--- src/rtl/wb_pkg.sv ---
// Shared types and defaults for the Wishbone command engine.
package wb_pkg;

  // Engine states: waiting for a command, running a bus cycle, holding a response.
  typedef enum logic [1:0] {
    IDLE = 2'd0,
    BUS  = 2'd1,
    RESP = 2'd2
  } wb_state_e;

  localparam int          WB_ADDRWIDTH_DEF = 7;
  localparam int          WB_DATAWIDTH_DEF = 32;
  localparam logic [31:0] WB_ERR_DAT_DEF   = 32'hDEAD_BEEF;

  // Increment that sticks at 255 instead of wrapping.
  function automatic logic [7:0] sat_inc8(input logic [7:0] v);
    return (v == 8'hFF) ? v : v + 8'd1;
  endfunction

endpackage

--- src/rtl/wb_ack_timer.sv ---
// Cycle counter that watches a bus cycle and flags when the ACK wait has run out.
module wb_ack_timer #(
  parameter int TIMEOUT_CYCLES = 16
) (
  input  logic clk,
  input  logic srst,
  input  logic load_i,
  input  logic en_i,
  output logic expire_o
);

  logic [7:0] count_q, count_d;

  // Load restarts the wait at zero; enable advances it by one bus cycle.
  always_comb begin
    count_d = count_q;
    if (load_i) begin
      count_d = '0;
    end else if (en_i) begin
      count_d = count_q + 8'd1;
    end
  end

  // Counter register.
  always_ff @(posedge clk) begin
    if (srst) begin
      count_q <= '0;
    end else begin
      count_q <= count_d;
    end
  end

  // Expiry lands on the last permitted BUS cycle so the cycle is aborted after exactly TIMEOUT_CYCLES.
  assign expire_o = (count_q == 8'(TIMEOUT_CYCLES - 1));

endmodule

--- src/rtl/wb_master_cmd_engine.sv ---
// Single-outstanding Wishbone initiator: valid/ready command in, bus cycle out, valid/ready response back.
module wb_master_cmd_engine
  import wb_pkg::*;
#(
  parameter int                   ADDRWIDTH      = WB_ADDRWIDTH_DEF,
  parameter int                   DATAWIDTH      = WB_DATAWIDTH_DEF,
  parameter int                   TIMEOUT_CYCLES = 16,
  parameter logic [DATAWIDTH-1:0] ERR_DAT_VALUE  = DATAWIDTH'(WB_ERR_DAT_DEF)
) (
  input  logic                 WBs_CLK_i,
  input  logic                 WBs_RST_i,
  input  logic                 cmd_valid_i,
  output logic                 cmd_ready_o,
  input  logic                 cmd_we_i,
  input  logic [ADDRWIDTH-1:0] cmd_adr_i,
  input  logic [DATAWIDTH-1:0] cmd_dat_i,
  input  logic [3:0]           cmd_byte_stb_i,
  output logic                 rsp_valid_o,
  input  logic                 rsp_ready_i,
  output logic [DATAWIDTH-1:0] rsp_dat_o,
  output logic                 rsp_err_o,
  output logic [ADDRWIDTH-1:0] WBm_ADR_o,
  output logic                 WBm_CYC_o,
  output logic                 WBm_STB_o,
  output logic                 WBm_WE_o,
  output logic [3:0]           WBm_BYTE_STB_o,
  output logic [DATAWIDTH-1:0] WBm_DAT_o,
  input  logic [DATAWIDTH-1:0] WBm_DAT_i,
  input  logic                 WBm_ACK_i,
  output logic                 busy_o,
  output logic [7:0]           err_cnt_o
);

  wb_state_e            state_q, state_d;
  logic [ADDRWIDTH-1:0] adr_q, adr_d;
  logic [DATAWIDTH-1:0] wdat_q, wdat_d;
  logic [3:0]           sel_q, sel_d;
  logic                 we_q, we_d;
  logic                 cyc_q, cyc_d;
  logic                 rsp_valid_q, rsp_valid_d;
  logic [DATAWIDTH-1:0] rsp_dat_q, rsp_dat_d;
  logic                 rsp_err_q, rsp_err_d;
  logic [7:0]           err_cnt_q, err_cnt_d;
  logic                 timer_load, timer_en, timer_expire;

  wb_ack_timer #(
    .TIMEOUT_CYCLES(TIMEOUT_CYCLES)
  ) u_ack_timer (
    .clk     (WBs_CLK_i),
    .srst    (WBs_RST_i),
    .load_i  (timer_load),
    .en_i    (timer_en),
    .expire_o(timer_expire)
  );

  // Next-state and next-output decode; ACK is checked before the timeout so a last-cycle ACK still succeeds.
  always_comb begin
    state_d     = state_q;
    adr_d       = adr_q;
    wdat_d      = wdat_q;
    sel_d       = sel_q;
    we_d        = we_q;
    cyc_d       = cyc_q;
    rsp_valid_d = rsp_valid_q;
    rsp_dat_d   = rsp_dat_q;
    rsp_err_d   = rsp_err_q;
    err_cnt_d   = err_cnt_q;
    timer_load  = 1'b0;
    timer_en    = 1'b0;
    case (state_q)
      IDLE: begin
        if (cmd_valid_i) begin
          adr_d      = cmd_adr_i;
          wdat_d     = cmd_dat_i;
          sel_d      = cmd_byte_stb_i;
          we_d       = cmd_we_i;
          cyc_d      = 1'b1;
          timer_load = 1'b1;
          state_d    = BUS;
        end
      end
      BUS: begin
        if (WBm_ACK_i) begin
          rsp_dat_d   = we_q ? '0 : WBm_DAT_i;
          rsp_err_d   = 1'b0;
          cyc_d       = 1'b0;
          we_d        = 1'b0;
          rsp_valid_d = 1'b1;
          state_d     = RESP;
        end else if (timer_expire) begin
          rsp_dat_d   = ERR_DAT_VALUE;
          rsp_err_d   = 1'b1;
          err_cnt_d   = sat_inc8(err_cnt_q);
          cyc_d       = 1'b0;
          we_d        = 1'b0;
          rsp_valid_d = 1'b1;
          state_d     = RESP;
        end else begin
          timer_en = 1'b1;
        end
      end
      RESP: begin
        if (rsp_ready_i) begin
          rsp_valid_d = 1'b0;
          state_d     = IDLE;
        end
      end
      default: begin
        cyc_d       = 1'b0;
        we_d        = 1'b0;
        rsp_valid_d = 1'b0;
        state_d     = IDLE;
      end
    endcase
  end

  // State and registered-output flops; reset drops the bus and discards any pending response.
  always_ff @(posedge WBs_CLK_i) begin
    if (WBs_RST_i) begin
      state_q     <= IDLE;
      adr_q       <= '0;
      wdat_q      <= '0;
      sel_q       <= '0;
      we_q        <= 1'b0;
      cyc_q       <= 1'b0;
      rsp_valid_q <= 1'b0;
      rsp_dat_q   <= '0;
      rsp_err_q   <= 1'b0;
      err_cnt_q   <= '0;
    end else begin
      state_q     <= state_d;
      adr_q       <= adr_d;
      wdat_q      <= wdat_d;
      sel_q       <= sel_d;
      we_q        <= we_d;
      cyc_q       <= cyc_d;
      rsp_valid_q <= rsp_valid_d;
      rsp_dat_q   <= rsp_dat_d;
      rsp_err_q   <= rsp_err_d;
      err_cnt_q   <= err_cnt_d;
    end
  end

  assign cmd_ready_o    = (state_q == IDLE);
  assign busy_o         = (state_q != IDLE);
  assign WBm_ADR_o      = adr_q;
  assign WBm_DAT_o      = wdat_q;
  assign WBm_BYTE_STB_o = sel_q;
  assign WBm_WE_o       = we_q;
  assign WBm_CYC_o      = cyc_q;
  assign WBm_STB_o      = cyc_q;
  assign rsp_valid_o    = rsp_valid_q;
  assign rsp_dat_o      = rsp_dat_q;
  assign rsp_err_o      = rsp_err_q;
  assign err_cnt_o      = err_cnt_q;

endmodule
--- config.mk ---
export PLATFORM = sky130hd
export DESIGN_NAME = wb_master_cmd_engine
export DESIGN_NICKNAME = d
export VERILOG_FILES = /design/src/rtl/wb_pkg.sv /design/src/rtl/wb_ack_timer.sv /design/src/rtl/wb_master_cmd_engine.sv
export SDC_FILE = /design/constraint.sdc
export NUM_CORES = 1
export LEC_CHECK = 0
export BUFFER_PORTS_ARGS = -buffer_cell sky130_fd_sc_hd__buf_2
export CORE_MARGIN = 1.5
export CORE_UTILIZATION = 33
export DETAILED_ROUTE_END_ITERATION = 8
export GPL_TIMING_DRIVEN = 0
export PLACE_DENSITY_LB_ADDON = 0.15
export SLEW_MARGIN = 20
export SYNTH_ARGS = -nofsm -noshare
export SYNTH_HDL_FRONTEND = slang
export SYNTH_SLANG_ARGS = --single-unit
--- constraint.sdc ---
create_clock -name WBs_CLK_i -period 2.3 [get_ports WBs_CLK_i]
set_input_delay 0 -clock WBs_CLK_i [delete_from_list [all_inputs] [get_ports WBs_CLK_i]]
set_output_delay 0 -clock WBs_CLK_i [all_outputs]
set_load 0.01 [all_outputs]
Word level (Yosys, flattened, before mapping)
Cells that the tools add are included.

Bits of input ports: 81. Register bits: 97.

Add/sub/neg operators: 2. Reductions and logical operators: 10. Bitwise operators: 4. Eq/ne operators: 7. Mux-type cells: 24.

Operators by type and width (number): $mux 32 (3); $add 8x1->8 const B (2); $mux 1 (13); $pmux 1 s3 (3); $reduce_and 3->1 (3); $eq 8x4->1 const B (1); $eq 8x8->1 const B (1); $mux 2 (4); $pmux 2 s3 (1); $ne 2x2->1 const B (2); $not 1->1 (4); $reduce_and 2->1 (2); $reduce_and 4->1 (1); $reduce_bool 2->1 (2); $ne 3x3->1 const B (1); $eq 2x1->1 const B (1); $eq 2x2->1 const B (1); $logic_not 2->1 (1); $reduce_or 2->1 (1).

Logic depth before layout (Yosys ltp)
Word-level depth: 4. Depth in mapped cells: 7. Depth with buffers taken out: 5.

Modules after synthesis
A second synthesis with hierarchy kept.

Cell total of the unflattened synthesis: 450. Area total of the unflattened synthesis: 3649.8 um2.

Modules (own cells, without submodules): wb_master_cmd_engine (cells each 410, times used 1, area an instance 3291.9 um2, seq. area each 1781.7 um2); wb_ack_timer (cells each 40, times used 1, area an instance 357.8 um2, seq. area each 160.2 um2).

Worst setup path after synthesis
Ideal clock, no wire load.

Kind: register to register. From: reg u_ack_timer.count_q[0]. To: reg rsp_dat_q[0] (netlist: rsp_dat_o[0]). Stages on the path, launching flop included: 8. Slack: 0.495 ns. Arrival: 1.691 ns. Clock period less this slack: 1.805 ns. Buffers on the path: 2. Cell sequence: dfxtp_1 -> ha_1 -> and3_1 -> buf_2 -> a21oi_1 -> nor2_1 -> buf_2 -> o21a_1.

Cells in the longest elaborated chain, start to end: 3.

Ends and longest elaborated chain: start, declared (RTL line wb_ack_timer.sv:12) `logic [7:0] count_q, count_d;`; start signal, assigned (RTL line wb_ack_timer.sv:29) `count_q <= count_d;`; $eq 8x4->1 (RTL line wb_ack_timer.sv:34) `assign expire_o = (count_q == 8'(TIMEOUT_CYCLES - 1));`; $reduce_bool 2->1 (no line); $reduce_and 2->1 (no line); end signal, assigned (RTL line wb_master_cmd_engine.sv:138) `rsp_dat_q <= rsp_dat_d;`; end, declared (RTL line wb_master_cmd_engine.sv:41) `logic [DATAWIDTH-1:0] rsp_dat_q, rsp_dat_d;`.

No other way between the ends. A chain may end at the register's enable or synchronous reset.

Worst setup path after layout
From: reg err_cnt_q[0] (netlist: err_cnt_o[0]). To: reg err_cnt_q[2] (netlist: err_cnt_o[2]).

Cells in the longest elaborated chain, start to end: 3. Elaborated cells on any way between the ends: 4. Classes of those cells: add/sub (1); eq/ne (1); bitwise (1); reduce/logical (1).

Ends and longest elaborated chain: start, declared (RTL line wb_master_cmd_engine.sv:43) `logic [7:0] err_cnt_q, err_cnt_d;`; start signal, assigned (RTL line wb_master_cmd_engine.sv:140) `err_cnt_q <= err_cnt_d;`; branches (longest 3 deep; another with $add 8x1->8).

Parallel ways; which one is timed is not known.

==> impl_metrics.env <==
export IMPL_layout_commonest_cell="buf_2"
export IMPL_hold_path_class="input pin to flip-flop"
export IMPL_syn_cell_area_mm2=0.00380
export IMPL_synth_distinct_cells=40
export IMPL_dr_pass1_iters=4
export IMPL_drtIter0Drc=132
export IMPL_gp_congestion=0.707
export IMPL_cts_tree="done"
export IMPL_area_growth_syn_to_layout_pct=53.1
export IMPL_syn_nets=537
export IMPL_syn_inst=454
export IMPL_synth_top_area_share=0.511
export IMPL_antenna_found_initial=0
export IMPL_path_class="flip-flop to flip-flop"
export IMPL_fp_dieW_um=110
export IMPL_pre_cts_ws_ns=0.0385
export IMPL_grt_overflow_total=0
export IMPL_start_util=0.336
export IMPL_grt_pass1_wl_um=17300
export IMPL_fin_nets=783
export IMPL_routed_via_density=4.74
export IMPL_powerDensity_mw_per_mm2=694
export IMPL_final_cell_mix="buf_2, nand2_1, dfxtp_1"
export IMPL_post_route_period_util=0.893
export IMPL_skew_ns=0.00680
export IMPL_path_max_fanout=10
export IMPL_die_area_mm2=0.0122
export IMPL_drive_gt1_frac=0.287
export IMPL_r2r_setup_slack_ns=0.25
export IMPL_setup_violations=0
export IMPL_fp_coreArea_mm2=0.0113
export IMPL_hp_start="WBm_DAT_i[7]"
export IMPL_ir_drop_v=0.000355
export IMPL_fmax_ghz=0.487
export IMPL_drt_wl_total_um=11400
export IMPL_clkSinkCount=97
export IMPL_wl_per_cell_um=13.4
export IMPL_holdPathEnd="rsp_dat_o[7]"
export IMPL_clk_pin_slew_worst_paths_ns=0.06
export IMPL_p_leak_nw=2.61
export IMPL_relSlewSlack=0.389
export IMPL_seq_area_frac_synth=0.511
export IMPL_synth_warnings=0
export IMPL_ys_top_cells_by_area="dfxtp_1, a21oi_1, nand2_1"
export IMPL_reg2reg_depth=5
export IMPL_diodes=0
export IMPL_worst_ep_required_time_ns=2.55
export IMPL_setup_worst_path_start_class="flip-flop"
export IMPL_grt_pass1_vias=3735
export IMPL_arrival_ns=2.31
export IMPL_setup_tns_final_ns=0
export IMPL_cts_buffers_inserted=9
export IMPL_rr_startpoint="err_cnt_o[0]"
export IMPL_worst_slew_pin_slew_ns=0.910
export IMPL_ys_ff_latch=97
export IMPL_hold_viol=0
export IMPL_htreeDepth=3
export IMPL_rr_endpoint="err_cnt_o[2]"
export IMPL_rows=39
export IMPL_maxCapViolCount=0
export IMPL_drc_errors=0
export IMPL_cts_root_buffer="clkbuf_16"
export IMPL_status="completed"
export IMPL_insertion_delay_ns=0.35
export IMPL_rsz0062_at_grt="false"
export IMPL_clockBufferDepth=2
export IMPL_period_needed_ns=2.05
export IMPL_die_h_um=110
export IMPL_place_hpwl_um=7910
export IMPL_ios=171
export IMPL_syn_avg_cell_area_um2=8.38
export IMPL_slew_viol_final=0
export IMPL_route_vias_total=4018
export IMPL_end_kind="flip-flop"
export IMPL_synth_top_area_cell="dfxtp_1"
export IMPL_detail_route_antenna_nets=0
export IMPL_portBuffers=169
export IMPL_globalRouteTotalUtil=0.185
export IMPL_setup_ws_ns=0.245
export IMPL_grt_max_degree=16
export IMPL_hold_path_depth=4
==> flip-flops by register name (all words and copies together) (netlist names), 2 cells and up <==
register             count
WBm_ADR_o                7
WBm_BYTE_STB_o           4
WBm_DAT_o               32
err_cnt_o                8
rsp_dat_o               32
state_q                  2
u_ack_timer.count_q      8
==> power by group <==
group	leakage, nW	internal [mW]	switching (mW)
Combinational	1.65	0.279	0.296
Sequential	0.792	1.77	0.0446
Clock	0.162	1.01	0.645
==> what timing repair did <==
action / 4_1_cts / 5_1_grt
hold buffers: 66 / 0
setup endpoints to repair: 0 / 20
endpoints found under the hold margin: 65 / 0
setup buffers: 0 / 0
resized for setup: 0 / 1
==> kinds of logic after synthesis <==
family | count (synthesis) | synth area share
muxes | 2 | 0.00527
AOI/OAI and AO/OA | 137 | 0.203
xor gates and xnor gates | 6 | 0.0138
DFF | 97 | 0.511
buffers and inverters | 36 | 0.0411
and+or+nand+nor | 174 | 0.219
adders and majority gates | 2 | 0.00658
==> worst max-delay path, cell delays in order, from the launching register on <==
cell	delay (ns)
dfxtp_1	0.38
ha_1	0.26
nand2_1	0.09
nor3_1	0.76
nor2_1	0.17
a311oi_1	0.30
==> cells in the mapped netlist <==
cell type,n
or4_1,4
nor4_4,1
buf_4,2
nor3b_2,1
o21ai_0,13
nor4_1,1
nand4_1,4
or3_2,1
buf_2,5
nand3_2,1
buf_6,1
xor2_1,3
a211oi_1,1
a21oi_1,90
and3b_1,1
nand3_1,6
o31ai_1,3
a31oi_1,2
nor3_2,1
nand2_1,101
mux2i_1,2
xnor2_1,3
or2_2,2
or3_1,1
o211ai_1,1
clkbuf_1,24
dfxtp_1,97
o21a_1,24
inv_1,4
ha_1,2
and3_1,1
o41ai_1,1
nand2b_1,27
nor2b_1,2
nor2_1,13
nor3_1,3
a311oi_1,2
and2_1,1
or3b_1,1
or4_2,1
==> worst max path at each step <==
| stage | slack (ns) | start | end | depth (start not counted) |
|---|---|---|---|---|
| global placement | 0.06 | u_ack_timer.count_q[0] | rsp_dat_o[1] | 7 |
| CTS | 0.03 | u_ack_timer.count_q[0] | rsp_dat_o[11] | 7 |
| finish | 0.25 | err_cnt_o[0] | err_cnt_o[2] | 5 |
| detailed placement | 0.04 | u_ack_timer.count_q[0] | rsp_dat_o[11] | 7 |
| global route | 0.04 | err_cnt_o[0] | err_cnt_o[2] | 5 |
| floorplan | 0.49 | u_ack_timer.count_q[0] | rsp_dat_o[0] | 7 |
==> cell type report <==
cell class	instances	area (um^2)
Buffer	32	141
Clock buffer	11	253
Inverter	4	15.0
Clock inverter	5	77.6
Timing Repair Buffer	235	1510
Tap cell	143	179
Multi-Input combinational cell	321	1710
Fill cell	1113	5500
Sequential cell	97	1940
==> through the flow <==
stage / total power, mW / cell area, um^2 / std cells / hold WS, ns / util
4_1_cts: 4.08 / 5820 / 848 / 0.000279 / 0.514
3_3_place_gp: 2.33 / 4830 / 766 / 0.241 / 0.426
2_1_floorplan: 2.11 / 3800 / 454 / 0.136 / -
3_5_place_dp: 2.34 / 4830 / 766 / 0.245 / 0.426
6_report: 4.04 / 5820 / 848 / 0.00781 / 0.514
5_1_grt: 4.23 / 5820 / 848 / 0.0157 / 0.514
==> routing by layer <==
metal / track usage / wire length (um)
met4: 0.0806 / 198
met2: 0.315 / 5410
met5: 0 / 0
met3: 0.0482 / 828
met1: 0.218 / 4960
(Power assumes the default switching activity.)
